===== src/rtl/m2v_idct_pkg.sv =====
// rtl/m2v_idct_pkg.sv - shared types and helpers for the IDCT output buffer
package m2v_idct_pkg;

   localparam int BLK_SAMPLES = 64;

   typedef enum logic [1:0] {
      FREE,
      FILLING,
      FULL,
      READING
   } bank_state_e;

   // Clamp a sign-extended sample into the signed range of an ow-bit result.
   function automatic logic signed [31:0] sat_signed(input logic signed [31:0] x,
                                                    input int unsigned ow);
      logic signed [31:0] hi;
      logic signed [31:0] lo;
      hi = (32'sd1 <<< (ow - 1)) - 32'sd1;
      lo = -(32'sd1 <<< (ow - 1));
      if (x > hi) return hi;
      if (x < lo) return lo;
      return x;
   endfunction

endpackage


===== src/rtl/m2v_idct_outbuf_ram.sv =====
// rtl/m2v_idct_outbuf_ram.sv - simple dual-port sample RAM with registered read
module m2v_idct_outbuf_ram #(
   parameter int DEPTH = 64,
   parameter int AW    = 6,
   parameter int DW    = 18
) (
   input  logic          clk,
   input  logic          we_i,
   input  logic [AW-1:0] waddr_i,
   input  logic [DW-1:0] wdata_i,
   input  logic [AW-1:0] raddr_i,
   output logic [DW-1:0] rdata_o
);

   logic [DW-1:0] mem_q [DEPTH];

   always_ff @(posedge clk) begin
      if (we_i) mem_q[waddr_i] <= wdata_i;
      rdata_o <= mem_q[raddr_i];
   end

endmodule


===== src/rtl/m2v_idct_outbuf.sv =====
// rtl/m2v_idct_outbuf.sv - multi-bank IDCT result buffer feeding the pixel reader
module m2v_idct_outbuf
   import m2v_idct_pkg::*;
#(
   parameter int LANES  = 2,
   parameter int NBANKS = 2,
   parameter int IW     = 16,
   parameter int OW     = 9,
   localparam int WPB   = BLK_SAMPLES / LANES,
   localparam int AW    = $clog2(WPB),
   localparam int PW    = $clog2(NBANKS),
   localparam int LW    = PW + 1
) (
   input  logic                clk,
   input  logic                reset_n,
   input  logic                softreset,
   output logic                ready,
   input  logic                blk_start,
   input  logic                blk_coded,
   input  logic                wr_valid,
   input  logic [LANES*IW-1:0] wr_data,
   input  logic                rd_start,
   output logic                rd_avail,
   output logic                rd_coded,
   input  logic [AW-1:0]       rd_addr,
   output logic [LANES*OW-1:0] rd_data,
   input  logic                rd_done,
   output logic                err_ovr,
   output logic [LW-1:0]       level
);

   bank_state_e       bank_q [NBANKS];
   bank_state_e       bank_d [NBANKS];
   logic [NBANKS-1:0] coded_q, coded_d;
   logic [PW-1:0]     wr_ptr_q, wr_ptr_d;
   logic [PW-1:0]     rd_ptr_q, rd_ptr_d;
   logic [AW-1:0]     beat_q, beat_d;
   logic [LW-1:0]     level_q, level_d;
   logic              err_q, err_d;
   logic              rd_coded_q, rd_coded_d;
   logic              rd_en_q, rd_en_d;

   logic              filling, reading, claim, wr_fire, wr_last, rd_open, rd_rel;
   logic [LANES*OW-1:0] wr_word;
   logic [LANES*OW-1:0] ram_rdata;

   function automatic logic [PW-1:0] ptr_inc(input logic [PW-1:0] p);
      return (p == PW'(NBANKS - 1)) ? '0 : p + 1'b1;
   endfunction

   // Ring order keeps the FILLING bank at wr_ptr and the oldest block at rd_ptr.
   assign filling = (bank_q[wr_ptr_q] == FILLING);
   assign reading = (bank_q[rd_ptr_q] == READING);
   assign ready   = (level_q < LW'(NBANKS));
   assign claim   = blk_start && ready && !filling;
   assign wr_fire = wr_valid && filling;
   assign wr_last = wr_fire && (beat_q == AW'(WPB - 1));
   assign rd_open = rd_start && !reading && (bank_q[rd_ptr_q] == FULL);
   assign rd_rel  = rd_done && reading;

   always_comb begin
      rd_avail = 1'b0;
      for (int i = 0; i < NBANKS; i++) begin
         if (bank_q[i] == FULL) rd_avail = 1'b1;
      end
   end

   always_comb begin
      wr_word = '0;
      for (int l = 0; l < LANES; l++) begin
         wr_word[l*OW +: OW] = OW'(sat_signed(32'(signed'(wr_data[l*IW +: IW])), OW));
      end
   end

   always_comb begin
      bank_d     = bank_q;
      coded_d    = coded_q;
      wr_ptr_d   = wr_ptr_q;
      rd_ptr_d   = rd_ptr_q;
      beat_d     = beat_q;
      rd_coded_d = rd_coded_q;
      level_d    = level_q + LW'(claim) - LW'(rd_rel);
      err_d      = err_q | (blk_start && !claim) | (wr_valid && !filling);
      rd_en_d    = reading && rd_coded_q;

      if (claim) begin
         bank_d[wr_ptr_q]  = blk_coded ? FILLING : FULL;
         coded_d[wr_ptr_q] = blk_coded;
         beat_d            = '0;
         if (!blk_coded) wr_ptr_d = ptr_inc(wr_ptr_q);
      end
      if (wr_fire) begin
         beat_d = beat_q + 1'b1;
         if (wr_last) begin
            bank_d[wr_ptr_q] = FULL;
            wr_ptr_d         = ptr_inc(wr_ptr_q);
         end
      end
      if (rd_open) begin
         bank_d[rd_ptr_q] = READING;
         rd_coded_d       = coded_q[rd_ptr_q];
      end
      if (rd_rel) begin
         bank_d[rd_ptr_q] = FREE;
         rd_ptr_d         = ptr_inc(rd_ptr_q);
      end

      if (softreset) begin
         for (int i = 0; i < NBANKS; i++) bank_d[i] = FREE;
         coded_d    = '0;
         wr_ptr_d   = '0;
         rd_ptr_d   = '0;
         beat_d     = '0;
         level_d    = '0;
         err_d      = 1'b0;
         rd_coded_d = 1'b0;
         rd_en_d    = 1'b0;
      end
   end

   always_ff @(posedge clk or negedge reset_n) begin
      if (!reset_n) begin
         for (int i = 0; i < NBANKS; i++) bank_q[i] <= FREE;
         coded_q    <= '0;
         wr_ptr_q   <= '0;
         rd_ptr_q   <= '0;
         beat_q     <= '0;
         level_q    <= '0;
         err_q      <= 1'b0;
         rd_coded_q <= 1'b0;
         rd_en_q    <= 1'b0;
      end else begin
         bank_q     <= bank_d;
         coded_q    <= coded_d;
         wr_ptr_q   <= wr_ptr_d;
         rd_ptr_q   <= rd_ptr_d;
         beat_q     <= beat_d;
         level_q    <= level_d;
         err_q      <= err_d;
         rd_coded_q <= rd_coded_d;
         rd_en_q    <= rd_en_d;
      end
   end

   m2v_idct_outbuf_ram #(
      .DEPTH (NBANKS * WPB),
      .AW    (PW + AW),
      .DW    (LANES * OW)
   ) u_ram (
      .clk     (clk),
      .we_i    (wr_fire),
      .waddr_i ({wr_ptr_q, beat_q}),
      .wdata_i (wr_word),
      .raddr_i ({rd_ptr_q, rd_addr}),
      .rdata_o (ram_rdata)
   );

   // Uncoded banks keep stale RAM contents; the registered enable masks them to zero.
   assign rd_data  = rd_en_q ? ram_rdata : '0;
   assign rd_coded = rd_coded_q;
   assign err_ovr  = err_q;
   assign level    = level_q;

endmodule


===== config.mk =====
export PLATFORM = sky130hd
export DESIGN_NAME = m2v_idct_outbuf
export DESIGN_NICKNAME = d
export VERILOG_FILES = /design/src/rtl/m2v_idct_pkg.sv /design/src/rtl/m2v_idct_outbuf_ram.sv /design/src/rtl/m2v_idct_outbuf.sv
export SDC_FILE = /design/constraint.sdc
export NUM_CORES = 1
export LEC_CHECK = 0
export CAP_MARGIN = 10
export CORE_UTILIZATION = 58
export CTS_CLUSTER_SIZE = 14
export DETAILED_ROUTE_END_ITERATION = 6
export HOLD_SLACK_MARGIN = 0.06
export MAX_ROUTING_LAYER = met4
export PLACE_DENSITY = 0.75
export SETUP_SLACK_MARGIN = 0.5
export SYNTH_ARGS = -nofsm -noshare
export SYNTH_HDL_FRONTEND = slang
export SYNTH_SLANG_ARGS = --single-unit

===== constraint.sdc =====
create_clock -name clk -period 4.9 [get_ports clk]
set_input_delay 0.735 -clock clk [delete_from_list [all_inputs] [get_ports clk]]
set_output_delay 0.735 -clock clk [all_outputs]
set_load 0.02 [all_outputs]

==> flow_summary.json <==
{
  "cts_buffer_depth": 3,
  "grt.total_usage_pct": 29.5,
  "dp_hpwl_mm": 66.8,
  "p_per_area_nw_per_um2": 400,
  "synth_sequential_area_ratio_pct": 77.6,
  "critPathCapture": "u_ram.mem_q[48][6]",
  "synth_cell_type_count": 55,
  "final.period_utilization_pct": 72.4,
  "fmax_ghz": 0.282,
  "synth_edf_count": 1152,
  "cts_tree": "yes",
  "io_pins": 69,
  "leakage_nw": 15.8,
  "drt_iter0_drc": 3592,
  "place.gp.congestion": 0.968,
  "synthToLayoutAreaGrowth_pct": 12.6,
  "vdd_drop_max_mv": 0.344,
  "reg2reg_depth": 7,
  "min_path_type": "in -> async",
  "synth_top_area_cell": "edfxtp_1",
  "relSlewSlack_pct": 11.6,
  "rrSetupSlack_ns": 1.35,
  "die_x_um": 282,
  "post-route-util_pct": 66.2,
  "syn_inst": 2087,
  "drive_gt1_share_pct": 25.4,
  "synth_top_cell_area_share_pct": 75.8,
  "synth_ff_type": "edfxtp_1",
  "core_sq_um": 77600,
  "crit_arrival_ns": 3.90,
  "synth_area_sq_um": 45600,
  "synthesis.nets": 2138,
  "gr-usage-met1_pct": 40.1,
  "maxCapViolCount": 0,
  "cts_buffers": 110,
  "cp-end-kind": "register",
  "startpoint": "wr_ptr_q",
  "fin_cells": 3388,
  "critical_path_class": "reg -> reg",
  "clk_pin_slew_ns": 0.06,
  "postCtsSetupRepairBufs": 0,
  "ys_async_sr_fraction_pct": 1.52,
  "setup_viol": 0,
  "firstDrtPassIters": 6,
  "row_count": 102,
  "antenna_found_initial": 6,
  "vias": 23000,
  "ys_warn_count": 0,
  "grt_start_max_net_pins": 88,
  "grt.met3_usage_pct": 6.93,
  "cts_sinks": 1188,
  "maxSlewViolCount": 0,
  "n_fill_cell": 4893,
  "status": "finished, final reports clean",
  "synthTopCellsByArea": "edfxtp_1 (76%), mux4_2 (14%), dfrtp_1 (0.99%)",
  "htreeDepth": 3,
  "grt_pass1_vias": 22800,
  "setup_tns_ns": 0,
  "layout_commonest_cell": "edfxtp_1",
  "crit_required_ns": 5.25,
  "hold_buffers": 0,
  "final_cell_mix": "edfxtp_1 (1152), mux4_2 (289), clkbuf_16 (112)",
  "cts_resized": 0,
  "ant_nets": 0,
  "overflow": 0,
  "hold_viol_final": 0,
  "place_inst": 3188,
  "busiest_layer": "met2",
  "die_area_sq_um": 79800,
  "insertion_delay_ns": 0.69,
  "r2r_end": "u_ram.mem_q[48][6]",
  "path_max_fanout": 18,
  "start_util_pct": 58.8,
  "drt_wl_total_mm": 111,
  "fin_nets": 2311,
  "drcViolationCount": 0,
  "die_h_um": 282,
  "ys_ff_latch": 1188,
  "whs_ns": 0.553,
  "worst_slew_pin_slew_ns": 1.33,
  "grt_pass1_wl_mm": 159,
  "viasPerCell": 6.78,
  "met2_usage_pct": 45.0,
  "syn_avg_cell_area_sq_um": 21.9,
  "rsz0062_at_grt": "false",
  "io_buffers": 68,
  "start_kind": "register",
  "fin_crit_ns": 3.55,
  "cts_root_buf": "clkbuf_16",
  "reg2reg_from": "wr_ptr_q",
  "routedWlPerCell_um": 32.8,
  "clock_skew_ns": 0.0381
}
==> critical path, cell delays in order, from the launching register on <==
cell,delay (ns)
dfrtp_1,0.58
nor3b_1,0.44
o21ai_0,0.30
nor2_1,0.33
nand2_1,0.49
buf_4,0.32
nor2_1,0.35
buf_4,0.38
==> cell type report <==
type	count	area, sq um	area share, %
multi-input combinational	770	9650	18.8
clock inverter	62	498	0.969
antenna	2	5.00	0.00974
tap	1040	1300	2.53
inverter	12	45.0	0.0876
sequential	1188	35400	68.9
clock buffer	136	2920	5.69
timing repair buffer	178	1560	3.04
==> cells by family (layout without fill, tap and decap cells) <==
kind of cell / count (synthesis) / in the layout / share of synthesized area [%]
adder cells (fa/ha/maj): 6 / 6 / 0.165
other: 0 / 2 / 0
XOR/XNOR: 4 / 4 / 0.0768
buffers and inverters: 129 / 388 / 1.37
AO/OA/AOI/OAI: 225 / 225 / 3.38
flip-flops: 1188 / 1188 / 77.6
multiplexers: 334 / 334 / 15.3
AND/OR/NAND/NOR: 201 / 201 / 2.17
==> routing by layer <==
layer | part of all wire, % | vias up | routed length, um
met3 | 12 | 213 | 13200
met5 | 0 | - | 0
li1 | - | 9165 | -
met1 | 37 | 12100 | 40900
met4 | 3.0 | 0 | 3300
met2 | 48 | 1476 | 53600
==> cell usage after synthesis (9+ instances only) <==
cell type  count
a211oi_1      29
a22oi_1       13
o21ai_0       17
nand2_1       25
a22o_1        17
dfxtp_1       18
dfrtp_1       18
buf_4         15
o221ai_1      12
o21a_1        16
mux2i_1       43
nor2b_1       16
a221oi_1      17
and2_1        21
a21oi_1       40
inv_1         10
nand3_1       16
o22ai_1       52
edfxtp_1    1152
clkbuf_1      60
buf_2         26
buf_1          9
mux4_2       289
nor2_1        85
==> state kept, by name (all words and copies together) (netlist names) <==
signal,flops
bank_q,4
beat_q,5
coded_q,2
err_ovr,1
level,2
rd_coded,1
rd_en_q,1
rd_ptr_q,1
u_ram.mem_q,1152
u_ram.rdata_o,18
wr_ptr_q,1
==> power by group <==
part	switching, mW	total, mW	leakage, nW	internal, mW
clock network	3.57	8.15	1.69	4.58
registers	0.0578	11.3	10.4	11.2
logic	0.727	1.12	3.70	0.392
==> through the flow <==
stage	instance area [sq um]	setup WS, ns	total power, mW
floorplan	45600	2.23	12.1
detailed placement	48000	1.26	12.6
global route	51400	1.17	21.0
CTS	51400	1.42	20.6
finish	51400	1.35	20.6
global placement	48000	1.30	12.6
==> worst min path at each step <==
stage / end / slack [ns] / cells after the start
global route: coded_q[0] / 0.59 / 2
finish: level[1] / 0.55 / 1
detailed placement: coded_q[0] / 0.55 / 2
global placement: coded_q[1] / 0.53 / 2
CTS: coded_q[0] / 0.56 / 2
floorplan: bank_q[0] / 0.44 / 0
(Power assumes the default switching activity.)
